===== config.mk =====
export PLATFORM = sky130hd
export DESIGN_NAME = sram16_ctrl
export DESIGN_NICKNAME = d
export VERILOG_FILES = /design/src/rtl/sram16_ctrl.sv
export SDC_FILE = /design/constraint.sdc
export NUM_CORES = 1
export LEC_CHECK = 0
export ABC_CLOCK_PERIOD_IN_PS = 2470
export CAP_MARGIN = 20
export CORE_UTILIZATION = 36
export CTS_CLUSTER_SIZE = 8
export DETAILED_ROUTE_END_ITERATION = 8
export GPL_ROUTABILITY_DRIVEN = 0
export GPL_TIMING_DRIVEN = 0
export PLACE_DENSITY = 0.85
export SLEW_MARGIN = 20
export SYNTH_ARGS = -nofsm -noshare
export SYNTH_HDL_FRONTEND = slang
export SYNTH_SLANG_ARGS = --single-unit

===== constraint.sdc =====
create_clock -name clk_i -period 2.47 [get_ports clk_i]
set_input_delay 0.741 -clock clk_i [delete_from_list [all_inputs] [get_ports clk_i]]
set_output_delay 0.741 -clock clk_i [all_outputs]
set_load 0.05 [all_outputs]

===== src/rtl/sram16_ctrl.sv =====
// Bus-slave controller for an asynchronous 16-bit byte-lane SRAM.
// Each bus transfer becomes one timed SRAM cycle: address setup, strobe, done, recovery.
//
// state   | meaning
// --------+---------------------------------------------------------------
// IDLE    | CE_n high; waiting for cyc & stb
// ACCESS  | CE_n low; first cycle is address setup, then OE_n/WE_n low
// DONE    | strobes released, CE_n low, write data still driven; ack
// RECOVER | all strobes high for TURN cycles before the next access
module sram16_ctrl #(
   parameter int ADR_W   = 19,
   parameter int RD_WAIT = 2,
   parameter int WR_WAIT = 2,
   parameter int TURN    = 1
) (
   input  logic              clk_i,
   input  logic              reset_i,
   input  logic [63:0]       s_adr_i,
   input  logic              s_cyc_i,
   input  logic              s_stb_i,
   input  logic              s_we_i,
   input  logic              s_siz_i,
   input  logic [15:0]       s_dat_i,
   output logic              s_ack_o,
   output logic [15:0]       s_dat_o,
   output logic [ADR_W-1:0]  sram_adr_o,
   output logic [15:0]       sram_dat_o,
   output logic              sram_dat_oe_o,
   input  logic [15:0]       sram_dat_i,
   output logic              sram_ce_n_o,
   output logic              sram_oe_n_o,
   output logic              sram_we_n_o,
   output logic              sram_ub_n_o,
   output logic              sram_lb_n_o
);

   localparam logic [3:0] RD_CNT   = 4'(RD_WAIT);
   localparam logic [3:0] WR_CNT   = 4'(WR_WAIT);
   localparam logic [3:0] TURN_CNT = 4'(TURN);

   typedef enum logic [1:0] {
      ST_IDLE    = 2'd0,
      ST_ACCESS  = 2'd1,
      ST_DONE    = 2'd2,
      ST_RECOVER = 2'd3
   } state_t;

   state_t      state;
   logic [3:0]  cnt;
   logic        setup_q;
   logic        we_q;
   logic        siz_q;
   logic        byte_hi_q;
   logic        abort_q;
   logic        ack_q;
   logic [15:0] hold_q;
   logic [15:0] rd_steer;

   // Address bits above the SRAM range alias onto the same locations.
   logic        unused_adr;
   assign unused_adr = ^s_adr_i[63:ADR_W+1];

   always_comb begin
      rd_steer = sram_dat_i;
      if (!siz_q) begin
         rd_steer = byte_hi_q ? {8'h00, sram_dat_i[15:8]} : {8'h00, sram_dat_i[7:0]};
      end
   end

   always_ff @(posedge clk_i or posedge reset_i) begin
      if (reset_i) begin
         state         <= ST_IDLE;
         cnt           <= 4'd0;
         setup_q       <= 1'b0;
         we_q          <= 1'b0;
         siz_q         <= 1'b0;
         byte_hi_q     <= 1'b0;
         abort_q       <= 1'b0;
         ack_q         <= 1'b0;
         hold_q        <= 16'h0000;
         sram_adr_o    <= '0;
         sram_dat_o    <= 16'h0000;
         sram_dat_oe_o <= 1'b0;
         sram_ce_n_o   <= 1'b1;
         sram_oe_n_o   <= 1'b1;
         sram_we_n_o   <= 1'b1;
         sram_ub_n_o   <= 1'b1;
         sram_lb_n_o   <= 1'b1;
      end else begin
         ack_q <= 1'b0;
         case (state)
            ST_IDLE: begin
               if (s_cyc_i && s_stb_i) begin
                  state       <= ST_ACCESS;
                  setup_q     <= 1'b1;
                  we_q        <= s_we_i;
                  siz_q       <= s_siz_i;
                  byte_hi_q   <= s_adr_i[0];
                  abort_q     <= 1'b0;
                  cnt         <= s_we_i ? WR_CNT : RD_CNT;
                  sram_adr_o  <= s_adr_i[ADR_W:1];
                  // Byte writes replicate the byte; the lane enables pick the half.
                  sram_dat_o  <= s_siz_i ? s_dat_i : {s_dat_i[7:0], s_dat_i[7:0]};
                  sram_ce_n_o <= 1'b0;
                  sram_ub_n_o <= ~(s_siz_i | s_adr_i[0]);
                  sram_lb_n_o <= ~(s_siz_i | ~s_adr_i[0]);
               end
            end

            ST_ACCESS: begin
               if (!s_cyc_i) begin
                  abort_q <= 1'b1;
               end
               if (setup_q) begin
                  setup_q       <= 1'b0;
                  sram_oe_n_o   <= we_q;
                  sram_we_n_o   <= ~we_q;
                  sram_dat_oe_o <= we_q;
               end else if (cnt == 4'd1) begin
                  state       <= ST_DONE;
                  sram_oe_n_o <= 1'b1;
                  sram_we_n_o <= 1'b1;
                  ack_q       <= s_cyc_i & ~abort_q;
                  if (!we_q) begin
                     hold_q <= rd_steer;
                  end
               end else begin
                  cnt <= cnt - 4'd1;
               end
            end

            ST_DONE: begin
               sram_ce_n_o   <= 1'b1;
               sram_ub_n_o   <= 1'b1;
               sram_lb_n_o   <= 1'b1;
               sram_dat_oe_o <= 1'b0;
               if (TURN_CNT == 4'd0) begin
                  state <= ST_IDLE;
               end else begin
                  state <= ST_RECOVER;
                  cnt   <= TURN_CNT;
               end
            end

            ST_RECOVER: begin
               if (cnt == 4'd1) begin
                  state <= ST_IDLE;
               end else begin
                  cnt <= cnt - 4'd1;
               end
            end

            default: state <= ST_IDLE;
         endcase
      end
   end

   assign s_ack_o = ack_q;
   assign s_dat_o = (state == ST_DONE && !we_q) ? hold_q : 16'h0000;

endmodule


==> metrics <==
vias per cell 4.83; largest net degree at the start of global routing 29; CP Max Fanout 8; Core Util, Final 0.545; LEAKAGE 2.06 nW; die height 96.2 um; CTS H-tree depth 3; Slew Limit Fails 0; PD cells 1390 nW/um^2; post-synthesis cell count 262; Placed Cells 487; Post-DRT Antenna Nets 0; Mapped Area 3200 um^2; Routed WL 7.48 mm; WL/cell 14.8 um; outcome finished clean; CTS tree built; DRC 0; CTS buffer count 9; Yosys cell types 36; # clock sinks 69; Net Count, Synth 371; number of synthesized flops with an enable pin 0; DR iter-0 viols 83; Initial Util 0.368; area grow syn2layout 48.0%; register area share after synthesis 0.542; synthesized flop and latch total 69; IO Count 160; Clock Latency Late Sink 340 ps; Core Region 8680 um^2; Pwr Total 0.00658 W; final std cells w/o fill 506; global-route wire length before repair 12.2 mm; Slew Limit Headroom 0.523; ys flop type dfrtp_1; FP Rows 34; grt ovf 0; Worst setup EP type output pin; vias in the first global route 2548; startpoint type of the worst setup path flip-flop; fin crit share 0.991; Reg clk slew, reported paths 70 ps; nets 502; Clock Skew 8.40 ps; Worst-Margin Slew 716 ps; Synth async-reset ratio 1.00; hold crit path type flip-flop to flip-flop; Setup TNS 0 ps; n_diodes 0; Root Buffer clkbuf_8; Setup-failing EPs final 0; Final Critical Period 2450 ps; final worst setup slack 22.6 ps; max_cap viols 0; All-Layer GR Usage 0.177; Die ar. 9260 um^2; Ys Warns 0; Die Width 96.2 um; CP Data Required Time 1730 ps; crit path kind flip-flop to output pin; mean area per synthesized cell 12.2 um^2; Initial DRT Pass Iterations 5; Max Clk Rate 409 MHz; initial antenna violation count 0; input/output buffers 115; share of post-route cells with drive strength above 1 0.254; Max rail drop VDD 0.888 mV; post-DP HPWL 5.56 mm; via count 2446; RSZ-0062 raised after global routing yes; final hold vios 0; critical path arrival 1710 ps; Post-Place Setup Slack -901 ps; CTS Buffer Depth 2
[placed cells by master (no fill, tap or decap), types with 2 or more instances in the layout]
cell type,Yosys,routed
clkinvlp_4,0,2
clkbuf_1,9,10
nand2_1,18,18
and2_1,16,16
a22o_1,2,2
clkdlybuf4s50_1,0,99
nand2b_1,2,2
mux2i_1,18,18
ha_1,7,6
buf_12,1,2
nor4_1,2,2
nor2_1,11,11
buf_6,0,10
mux2_4,2,2
clkinv_2,0,4
mux2_2,46,46
o21ai_0,10,10
clkbuf_8,0,10
buf_2,2,8
inv_1,19,17
dfstp_2,5,5
a21oi_1,6,6
o211ai_1,2,2
dfrtp_1,64,63
nor2b_1,3,2
o22a_1,2,2
buf_4,0,3
[flip-flops by register name, indices dropped and copies added (netlist names), 2 cells and up]
register / flops
cnt: 4
hold_q: 16
sram_adr_o: 19
sram_dat_o: 16
state: 2
[final timing paths]
check / startpoint / endpoint / slack, ps / cells past startpoint
worst max register to register: state[1] / sram_adr_o[4] / 280 / 6
min in group asynchronous: reset_i / sram_adr_o[17] / 780 / 2
worst max-delay path: state[0] / s_dat_o[14] / 20 / 6
worst min-delay path: sram_we_n_o / sram_we_n_o / 460 / 2
worst min register to register: sram_we_n_o / sram_we_n_o / 460 / 2
max in group asynchronous: reset_i / sram_we_n_o / 1150 / 3
[critical path, cell delays in order, from the launching register on]
cell and delay, ps:
dfrtp_2 430, inv_4 80, ha_4 140, nor2b_4 230, clkbuf_8 180, and2_1 150
buf_6 160
[area by class of cell]
cell class,instances,area (um^2)
Timing Repair Buffer,120,1200
Multi-Input combinational cell,162,1350
Clock buffer,11,131
Tap cell,108,135
Fill cell,772,3950
Buffer,12,73.8
Clock inverter,5,27.5
Sequential cell,69,1730
Inverter,19,77.6
[what timing repair did]
item | CTS | global route
endpoints found under the setup margin | 16 | 13
hold buffers | 0 | 0
setup buffers | 2 | 0
cloned | 1 | 0
resized for setup | 104 | 7
[metal layers]
| layer | up-vias | global-route usage | share of wire |
|---|---|---|---|
| met2 | 101 | 0.294 | 0.48 |
| met5 | - | 0 | 0 |
| met3 | 13 | 0.0553 | 0.090 |
| met4 | 0 | 0.0746 | 0.020 |
| met1 | 1169 | 0.211 | 0.41 |
| li1 | 1163 | - | - |
[synthesized netlist by cell type, drive strengths merged, types with 5 or more instances]
cell	instances	area, um^2
a21oi	6	30.0
and2	16	100
clkbuf	9	33.8
dfrtp	64	1600
dfstp	5	131
ha	7	87.6
inv	19	71.3
mux2	48	548
mux2i	18	180
nand2	18	67.6
nor2	11	41.3
o21ai	10	50.1
[power by group]
group / internal [W] / switching, W
Clock: 0.000358 / 0.000417
Combinational: 0.00150 / 0.00229
Sequential: 0.00170 / 0.000315
Total: 0.00356 / 0.00302
[kinds of logic (layout without fill, tap and decap cells)]
family	count (synthesis)	after routing	synth area share
adders and majority gates	7	7	0.0274
AOI/OAI and AO/OA	31	31	0.0642
buffers and inverters	31	167	0.0423
and+or+nand+nor	58	58	0.0963
muxes	66	66	0.228
DFF	69	69	0.542
[stage by stage]
stage	hold slack [ps]	area (um^2)
final	459	4730
after global routing	474	4730
after CTS	459	4740
after detailed placement	446	4530
after global placement	448	4490
after floorplan	433	3200
No activity file was read; power rests on OpenSTA's default activity.
